<file path="config.mk">
export PLATFORM = sky130hd
export DESIGN_NAME = multicycle_ctrl_flat
export DESIGN_NICKNAME = d
export VERILOG_FILES = /design/src/rtl/multicycle_ctrl_pkg.sv /design/src/rtl/multicycle_ctrl_if.sv /design/src/rtl/multicycle_ctrl_alu_decoder.sv /design/src/rtl/multicycle_ctrl.sv /design/src/flat_wrapper.sv
export SDC_FILE = /design/constraint.sdc
export NUM_CORES = 1
export LEC_CHECK = 0
export CORE_MARGIN = 2
export CORE_UTILIZATION = 37
export DETAILED_ROUTE_END_ITERATION = 7
export PLACE_DENSITY = 0.77
export SLEW_MARGIN = 10
export SYNTH_ARGS = -nofsm -noshare
export SYNTH_HDL_FRONTEND = slang
export SYNTH_SLANG_ARGS = --single-unit
</file>
<file path="constraint.sdc">
create_clock -name clk -period 2.4 [get_ports clk]
set_clock_uncertainty 0.2 [all_clocks]
set_input_delay 0.48 -clock clk [delete_from_list [all_inputs] [get_ports clk]]
set_output_delay 0.48 -clock clk [all_outputs]
set_load 0.01 [all_outputs]
</file>
<file path="src/rtl/multicycle_ctrl_pkg.sv">
// Shared constants for the multicycle MIPS controller: ALU op codes, opcode/funct values,
// controller state encoding and the ALU decoder mode.
package multicycle_ctrl_pkg;

    localparam int OP_W = 4;
    localparam int ST_W = 4;

    // ALU op codes, shared with the ALU itself
    localparam logic [OP_W-1:0] ALU_AND = 4'b0000;
    localparam logic [OP_W-1:0] ALU_OR  = 4'b0001;
    localparam logic [OP_W-1:0] ALU_ADD = 4'b0010;
    localparam logic [OP_W-1:0] ALU_SUB = 4'b0110;
    localparam logic [OP_W-1:0] ALU_SLT = 4'b0111;
    localparam logic [OP_W-1:0] ALU_NOR = 4'b1100;

    localparam logic [5:0] OPC_R    = 6'b000000;
    localparam logic [5:0] OPC_J    = 6'b000010;
    localparam logic [5:0] OPC_BEQ  = 6'b000100;
    localparam logic [5:0] OPC_ADDI = 6'b001000;
    localparam logic [5:0] OPC_ORI  = 6'b001101;
    localparam logic [5:0] OPC_LW   = 6'b100011;
    localparam logic [5:0] OPC_SW   = 6'b101011;

    localparam logic [5:0] FN_ADD  = 6'b100000;
    localparam logic [5:0] FN_ADDU = 6'b100001;
    localparam logic [5:0] FN_SUB  = 6'b100010;
    localparam logic [5:0] FN_SUBU = 6'b100011;
    localparam logic [5:0] FN_AND  = 6'b100100;
    localparam logic [5:0] FN_OR   = 6'b100101;
    localparam logic [5:0] FN_NOR  = 6'b100111;
    localparam logic [5:0] FN_SLT  = 6'b101010;

    localparam logic [1:0] SRCB_REGB   = 2'b00;
    localparam logic [1:0] SRCB_FOUR   = 2'b01;
    localparam logic [1:0] SRCB_IMM    = 2'b10;
    localparam logic [1:0] SRCB_IMM_SH = 2'b11;

    localparam logic [1:0] PCSRC_ALU    = 2'b00;
    localparam logic [1:0] PCSRC_ALUOUT = 2'b01;
    localparam logic [1:0] PCSRC_JUMP   = 2'b10;

    typedef enum logic [ST_W-1:0] {
        S_FETCH  = 4'd0,
        S_DECODE = 4'd1,
        S_MEMADR = 4'd2,
        S_MEMRD  = 4'd3,
        S_MEMWB  = 4'd4,
        S_MEMWR  = 4'd5,
        S_RTEX   = 4'd6,
        S_RTWB   = 4'd7,
        S_BEQ    = 4'd8,
        S_IEX    = 4'd9,
        S_IWB    = 4'd10,
        S_JMP    = 4'd11
    } state_t;

    typedef enum logic [1:0] {
        MODE_ADD   = 2'd0,
        MODE_SUB   = 2'd1,
        MODE_FUNCT = 2'd2,
        MODE_OR    = 2'd3
    } alu_mode_t;

    function automatic logic opcode_supported(input logic [5:0] op);
        logic ok;
        case (op)
            OPC_R, OPC_J, OPC_BEQ, OPC_ADDI, OPC_ORI, OPC_LW, OPC_SW: ok = 1'b1;
            default:                                                  ok = 1'b0;
        endcase
        return ok;
    endfunction

endpackage

</file>
<file path="src/rtl/multicycle_ctrl_if.sv">
// Controller <-> datapath bundle: instruction fields and zero flag in, enables/selects out.
// No handshake: every signal is a plain per-cycle level, the controller is the master.
interface multicycle_ctrl_if;
    import multicycle_ctrl_pkg::*;

    logic [5:0]      opcode;
    logic [5:0]      funct;
    logic            zero;
    logic [OP_W-1:0] alu_op;
    logic            alu_src_a;
    logic [1:0]      alu_src_b;
    logic [1:0]      pc_source;
    logic            pc_en;
    logic            ior_d;
    logic            mem_read;
    logic            mem_write;
    logic            ir_write;
    logic            reg_dst;
    logic            mem_to_reg;
    logic            reg_write;
    logic            illegal;
    logic [ST_W-1:0] state;

    modport master (
        input  opcode, funct, zero,
        output alu_op, alu_src_a, alu_src_b, pc_source, pc_en, ior_d, mem_read,
               mem_write, ir_write, reg_dst, mem_to_reg, reg_write, illegal, state
    );

    modport slave (
        output opcode, funct, zero,
        input  alu_op, alu_src_a, alu_src_b, pc_source, pc_en, ior_d, mem_read,
               mem_write, ir_write, reg_dst, mem_to_reg, reg_write, illegal, state
    );

endinterface

</file>
<file path="src/rtl/multicycle_ctrl_alu_decoder.sv">
// Maps the controller's coarse ALU mode (and funct for R-type) onto the 4-bit ALU op code.
module multicycle_ctrl_alu_decoder
    import multicycle_ctrl_pkg::*;
(
    input  logic [5:0]      funct,
    input  alu_mode_t       alu_mode,
    output logic [OP_W-1:0] alu_op
);

    always_comb begin
        alu_op = ALU_ADD;
        case (alu_mode)
            MODE_ADD: alu_op = ALU_ADD;
            MODE_SUB: alu_op = ALU_SUB;
            MODE_OR:  alu_op = ALU_OR;
            MODE_FUNCT: begin
                case (funct)
                    FN_ADD, FN_ADDU: alu_op = ALU_ADD;
                    FN_SUB, FN_SUBU: alu_op = ALU_SUB;
                    FN_AND:          alu_op = ALU_AND;
                    FN_OR:           alu_op = ALU_OR;
                    FN_NOR:          alu_op = ALU_NOR;
                    FN_SLT:          alu_op = ALU_SLT;
                    default:         alu_op = ALU_ADD;
                endcase
            end
            default: alu_op = ALU_ADD;
        endcase
    end

endmodule

</file>
<file path="src/rtl/multicycle_ctrl.sv">
// Main control FSM of the multicycle MIPS datapath: sequences fetch/decode/execute/memory/writeback
// and drives Moore-decoded enables and mux selects (beq pc_en follows zero combinationally).
module multicycle_ctrl
    import multicycle_ctrl_pkg::*;
(
    input  logic               clk,
    input  logic               reset,
    multicycle_ctrl_if.master  bus
);

    state_t    state_q;
    state_t    state_d;
    alu_mode_t alu_mode;

    always_ff @(posedge clk) begin
        if (reset) begin
            state_q <= S_FETCH;
        end else begin
            state_q <= state_d;
        end
    end

    always_comb begin
        state_d = S_FETCH;
        case (state_q)
            S_FETCH: state_d = S_DECODE;
            S_DECODE: begin
                case (bus.opcode)
                    OPC_LW, OPC_SW:    state_d = S_MEMADR;
                    OPC_R:             state_d = S_RTEX;
                    OPC_BEQ:           state_d = S_BEQ;
                    OPC_ADDI, OPC_ORI: state_d = S_IEX;
                    OPC_J:             state_d = S_JMP;
                    default:           state_d = S_FETCH;
                endcase
            end
            S_MEMADR: state_d = (bus.opcode == OPC_LW) ? S_MEMRD : S_MEMWR;
            S_MEMRD:  state_d = S_MEMWB;
            S_RTEX:   state_d = S_RTWB;
            S_IEX:    state_d = S_IWB;
            // MEMWB, MEMWR, RTWB, BEQ, IWB, JMP and unused codes all return to FETCH
            default:  state_d = S_FETCH;
        endcase
    end

    // While reset is held the selects show FETCH values and every strobe is suppressed,
    // so an aborted instruction cannot finish a write in its last cycle.
    always_comb begin
        alu_mode       = MODE_ADD;
        bus.alu_src_a  = 1'b0;
        bus.alu_src_b  = SRCB_REGB;
        bus.pc_source  = PCSRC_ALU;
        bus.pc_en      = 1'b0;
        bus.ior_d      = 1'b0;
        bus.mem_read   = 1'b0;
        bus.mem_write  = 1'b0;
        bus.ir_write   = 1'b0;
        bus.reg_dst    = 1'b0;
        bus.mem_to_reg = 1'b0;
        bus.reg_write  = 1'b0;
        bus.illegal    = 1'b0;
        if (reset) begin
            bus.alu_src_b = SRCB_FOUR;
        end else begin
            case (state_q)
                S_FETCH: begin
                    bus.mem_read  = 1'b1;
                    bus.ir_write  = 1'b1;
                    bus.alu_src_b = SRCB_FOUR;
                    bus.pc_en     = 1'b1;
                end
                S_DECODE: begin
                    bus.alu_src_b = SRCB_IMM_SH;
                    bus.illegal   = !opcode_supported(bus.opcode);
                end
                S_MEMADR: begin
                    bus.alu_src_a = 1'b1;
                    bus.alu_src_b = SRCB_IMM;
                end
                S_MEMRD: begin
                    bus.ior_d    = 1'b1;
                    bus.mem_read = 1'b1;
                end
                S_MEMWB: begin
                    bus.mem_to_reg = 1'b1;
                    bus.reg_write  = 1'b1;
                end
                S_MEMWR: begin
                    bus.ior_d     = 1'b1;
                    bus.mem_write = 1'b1;
                end
                S_RTEX: begin
                    bus.alu_src_a = 1'b1;
                    alu_mode      = MODE_FUNCT;
                end
                S_RTWB: begin
                    bus.reg_dst   = 1'b1;
                    bus.reg_write = 1'b1;
                end
                S_BEQ: begin
                    bus.alu_src_a = 1'b1;
                    alu_mode      = MODE_SUB;
                    bus.pc_source = PCSRC_ALUOUT;
                    bus.pc_en     = bus.zero;
                end
                S_IEX: begin
                    bus.alu_src_a = 1'b1;
                    bus.alu_src_b = SRCB_IMM;
                    alu_mode      = (bus.opcode == OPC_ORI) ? MODE_OR : MODE_ADD;
                end
                S_IWB: begin
                    bus.reg_write = 1'b1;
                end
                S_JMP: begin
                    bus.pc_source = PCSRC_JUMP;
                    bus.pc_en     = 1'b1;
                end
                default: ;
            endcase
        end
    end

    multicycle_ctrl_alu_decoder u_alu_decoder (
        .funct    (bus.funct),
        .alu_mode (alu_mode),
        .alu_op   (bus.alu_op)
    );

    assign bus.state = state_q;

endmodule

</file>
<file path="src/flat_wrapper.sv">
// flat-port wrapper written by rule: the top's interface ports become plain ports
module multicycle_ctrl_flat import multicycle_ctrl_pkg::*;
  (clk, reset, bus_opcode, bus_funct, bus_zero, bus_alu_op, bus_alu_src_a, bus_alu_src_b, bus_pc_source, bus_pc_en, bus_ior_d, bus_mem_read, bus_mem_write, bus_ir_write, bus_reg_dst, bus_mem_to_reg, bus_reg_write, bus_illegal, bus_state);
  multicycle_ctrl_if bus_i ();
  input  logic clk;
  input  logic reset;
  input wire logic [$bits(bus_i.opcode)-1:0] bus_opcode;
  input wire logic [$bits(bus_i.funct)-1:0] bus_funct;
  input wire logic [$bits(bus_i.zero)-1:0] bus_zero;
  output wire logic [$bits(bus_i.alu_op)-1:0] bus_alu_op;
  output wire logic [$bits(bus_i.alu_src_a)-1:0] bus_alu_src_a;
  output wire logic [$bits(bus_i.alu_src_b)-1:0] bus_alu_src_b;
  output wire logic [$bits(bus_i.pc_source)-1:0] bus_pc_source;
  output wire logic [$bits(bus_i.pc_en)-1:0] bus_pc_en;
  output wire logic [$bits(bus_i.ior_d)-1:0] bus_ior_d;
  output wire logic [$bits(bus_i.mem_read)-1:0] bus_mem_read;
  output wire logic [$bits(bus_i.mem_write)-1:0] bus_mem_write;
  output wire logic [$bits(bus_i.ir_write)-1:0] bus_ir_write;
  output wire logic [$bits(bus_i.reg_dst)-1:0] bus_reg_dst;
  output wire logic [$bits(bus_i.mem_to_reg)-1:0] bus_mem_to_reg;
  output wire logic [$bits(bus_i.reg_write)-1:0] bus_reg_write;
  output wire logic [$bits(bus_i.illegal)-1:0] bus_illegal;
  output wire logic [$bits(bus_i.state)-1:0] bus_state;
  assign bus_i.opcode = bus_opcode;
  assign bus_i.funct = bus_funct;
  assign bus_i.zero = bus_zero;
  assign bus_alu_op = bus_i.alu_op;
  assign bus_alu_src_a = bus_i.alu_src_a;
  assign bus_alu_src_b = bus_i.alu_src_b;
  assign bus_pc_source = bus_i.pc_source;
  assign bus_pc_en = bus_i.pc_en;
  assign bus_ior_d = bus_i.ior_d;
  assign bus_mem_read = bus_i.mem_read;
  assign bus_mem_write = bus_i.mem_write;
  assign bus_ir_write = bus_i.ir_write;
  assign bus_reg_dst = bus_i.reg_dst;
  assign bus_mem_to_reg = bus_i.mem_to_reg;
  assign bus_reg_write = bus_i.reg_write;
  assign bus_illegal = bus_i.illegal;
  assign bus_state = bus_i.state;
  multicycle_ctrl u_core (.clk(clk), .reset(reset), .bus(bus_i));
endmodule
</file>
==> results.env, run 1 <==
TIMING.FINAL.SETUP_VIOLATIONS=0
NETLIST.AREA_LEADER.SHARE_PCT=12.7
STATUS='finished, final reports clean'
SYNTH_AREA_LEADERS='dfxtp_1 (13%), nor3_1 (12%), nor2_1 (6.5%)'
TIMING.CRITICAL_PATH.FROM_TYPE='primary input'
CTS_TREE='yes'
CELL_ACCOUNTING_FOR_THE_MOST_SYNTHESIZED_AREA='dfxtp_1'
DRT-INITIAL-DRC-COUNT=24
TOTALWIRELENGTH_MM=2.31
SYNTH_ENABLE_FLOP_CELLS=0
NUM_ANTENNA_CELLS=0
GRT_PASS1_VIAS=905
CTS_NUM_SINKS=4
TIMING.CRITICAL_PATH.ARRIVAL_NS=1.67
AVGROUTEDWIREPERCELL_UM=13.7
CRITICAL_PATH.STARTPOINT='bus_funct[2]'
SLEW_VIOLATIONS=0
AREA_GROWTH_PCT=91.9
SYNTH_FP_NETS=111
POWER.DENSITY_CELL_AREA_nW_PER_UM2=235
R2R-START='u_core.bus.state[0]'
IO_PINS=37
FIN_WS_NS=0.0459
MAX_SLEW.WORST_PIN.SLEW_NS=0.287
WORSTPATHREQUIRED_NS=1.72
IO_BUFFER_COUNT=36
SYNTH_SEQUENTIAL_AREA_RATIO_PCT=12.7
FINAL_CELL_AREA_UM2=1210
FMAX_GHz=0.425
FRACTION_OF_REGISTERS_WITH_ASYNC_SET_OR_RESET_AFTER_SYNTHESIS_PCT=0
NUMBER_OF_WARNINGS_ISSUED_BY_YOSYS=0
PLACE_CONGESTION=0.840
DIE_W_UM=45.3
FINAL_WORST_PATH_PERIOD_NEED_NS=2.35
TIMING.HOLD.WORST.CLASS='reg2reg'
DIE-AREA_UM2=2050
PERIOD_UTILIZATION_PCT=98.1
SYNTHESIS.AREA_UM2=632
MOSTFREQUENTLAYOUTCELL='buf_4'
CRIT_PATH_MAX_FANOUT=4
GLOBAL_ROUTE.USAGE.TOTAL_PCT=23.5
START_UTIL_PCT=40.5
CLK_ROOT_BUFFER_CELL='clkbuf_4'
CRITICALPATHCATEGORY='in2out'
NETLIST-CELL-TYPE-COUNT=37
LARGEST_REGISTER_FFS=4
CORE-AREA_UM2=1560
TIMING.HOLD.WORST.START='u_core.bus.state[0]'
DIE_H_UM=45.3
POST_CTS_HOLD_BUFFER_COUNT=0
SLEW_HEADROOM_PCT=80.7
REGISTER_AREA_UM2=82.6
GRT_ANTENNA_BEFORE_REPAIR=0
GRT_PASS1_WL_MM=3.68
CTS_MADE_BUFFERS=3
FINAL_LAYOUT_SIZE_SUFFIX_GT1_SHARE_PCT=32.2
WORST_IR_DROP_VDD_uV=258
DRT_PASS1_ITERATIONS=5
CELLS_AFTER_SYNTHESIS=96
GRT.OVERFLOW.TOTAL=0
CHAIN_OF_CELLS_FORMING_THE_CRITICAL_PATH='clkdlybuf4s50_1 -> mux2_2 -> o21bai_1 -> dlygate4sd2_1'
SYNTH_AREA_PER_CELL_UM2=6.58
CLOCK_TREE.HTREE_LEVEL_COUNT=1
NUM-FILL-CELLS=122
POST-ROUTE-DRC-COUNT=0
POSTROUTEANTENNANETS=0
YS_FF_LATCH=4
CTS_MAX_PATH_BUFFERS=2
HOLD_VIOL=0
PLACED_AREA_UM2=1160
PRECTSSETUPSLACK_NS=-0.517
HPWLAFTERDP_MM=1.67
DRV.MAX_CAP_VIOLATION_COUNT=0
PLACEMENTROWS=14
WORST_PATH_LARGEST_CELL_DELAY_NS=0.48
ROUTED-VIA-COUNT=945
MOSTFREQUENTLAYOUTCELLS='buf_4 (26), dlygate4sd2_1 (16), nor3_1 (14)'
MULTI_INPUT_COMB_AREA_UM2=531
AVGVIACOUNTPERCELL=5.63
GRT_MAX_DEGREE=19
WORST_SKEW_PAIR.LATE_LATENCY_NS=0.23
CRIT_SLOWEST_CELL='clkdlybuf4s50_1'
CP-END-KIND='output port'
YOSYS_MOST_USED_DFF='dfxtp_1'
DESIGN.FINAL.NETS=169
CLOCK_SLEW_AT_REPORTED_PATH_FFS_NS=0.04
TOTAL_LEAKAGE_POWER_uW=0.000622
routing by layer:
metal / vias up / GRT usage [%] / share of wire [%]
met2: 48 / 43.7 / 51
met5: - / 0 / 0
met4: 0 / 8.82 / 0.61
met3: 2 / 2.40 / 5.8
li1: 469 / - / -
met1: 426 / 27.1 / 42
Yosys cell counts, types with 2 or more instances:
library cell   n
a211oi_1       2
nand3b_1       2
dfxtp_1        4
a31oi_1        3
nor4_1         4
or2_2          2
inv_1          3
nor3_1        15
clkbuf_1       5
nor3b_1        2
nand2b_1       6
nor2_1        11
nor2b_1        2
xnor2_1        2
buf_2          3
a21oi_1        6
nand2_1        4
final timing paths:
| path | to | slack, ns | depth (start not counted) |
|---|---|---|---|
| worst min register to register | u_core.bus.state[0] | 0.39 | 2 |
| worst max register to register | u_core.bus.state[1] | 0.90 | 6 |
| worst min-delay path | u_core.bus.state[0] | 0.39 | 2 |
| worst max-delay path | bus_alu_op[2] | 0.05 | 4 |
kinds of logic after synthesis:
group | share of synthesized area, %
flops | 12.7
compound gates | 22.2
buf+inv | 9.50
xor+xnor | 4.16
mux | 3.37
simple gates | 48.1
metrics by stage:
stage	util (%)	power [uW]	cells	TNS, ns	hold WS, ns
final	77.8	285	168	0	0.394
after global routing	77.8	300	168	-0.0299	0.426
after CTS	76.7	286	168	0	0.405
after detailed placement	74.3	207	164	-4.61	0.393
after global placement	74.3	204	164	-4.33	0.375
after floorplan	-	131	96	0	0.443
area by class of cell:
type	count	share of cell area [%]
timing repair buffer	63	45.0
tap	16	1.65
sequential	4	6.81
clock buffer	3	1.86
multi-input combinational	79	43.8
inverter	3	0.929
power breakdown:
part / leakage (uW) / internal, uW / total (uW) / switching, uW
clock network: 0.0000138 / 55.9 / 82.5 / 26.6
registers: 0.0000336 / 69.0 / 71.0 / 1.98
logic: 0.000574 / 72.0 / 132 / 59.9
critical path, delay by kind of cell:
family / cells / cell delay (ns)
multiplexers: 1 / 0.31
buffers and inverters: 2 / 0.76
AO/OA/AOI/OAI: 1 / 0.13
what timing repair did:
item | CTS | global route
pin swaps | 3 | 3
endpoints found under the setup margin | 18 | 9
buffers inserted | 1 | 0
resized for setup | 41 | 11
Note: power is estimated with default switching activity, not from simulation.
==> run 2, diff against run 1 <==
--- a/config.mk
+++ b/config.mk
@@ -7,6 +7,7 @@
 export LEC_CHECK = 0
 export CORE_MARGIN = 2
 export CORE_UTILIZATION = 37
+export CTS_CLUSTER_DIAMETER = 50
 export DETAILED_ROUTE_END_ITERATION = 7
 export PLACE_DENSITY = 0.77
 export SLEW_MARGIN = 10
==> results of run 2 <==
Final layout, timing and power as in run 1 (identical DEF).
==> run 3, diff against run 2 <==
--- a/config.mk
+++ b/config.mk
@@ -5,6 +5,7 @@
 export SDC_FILE = /design/constraint.sdc
 export NUM_CORES = 1
 export LEC_CHECK = 0
+export ABC_AREA = 0
 export CORE_MARGIN = 2
 export CORE_UTILIZATION = 37
 export CTS_CLUSTER_DIAMETER = 50
==> results of run 3 <==
Final layout, timing and power as in run 1 (identical DEF).
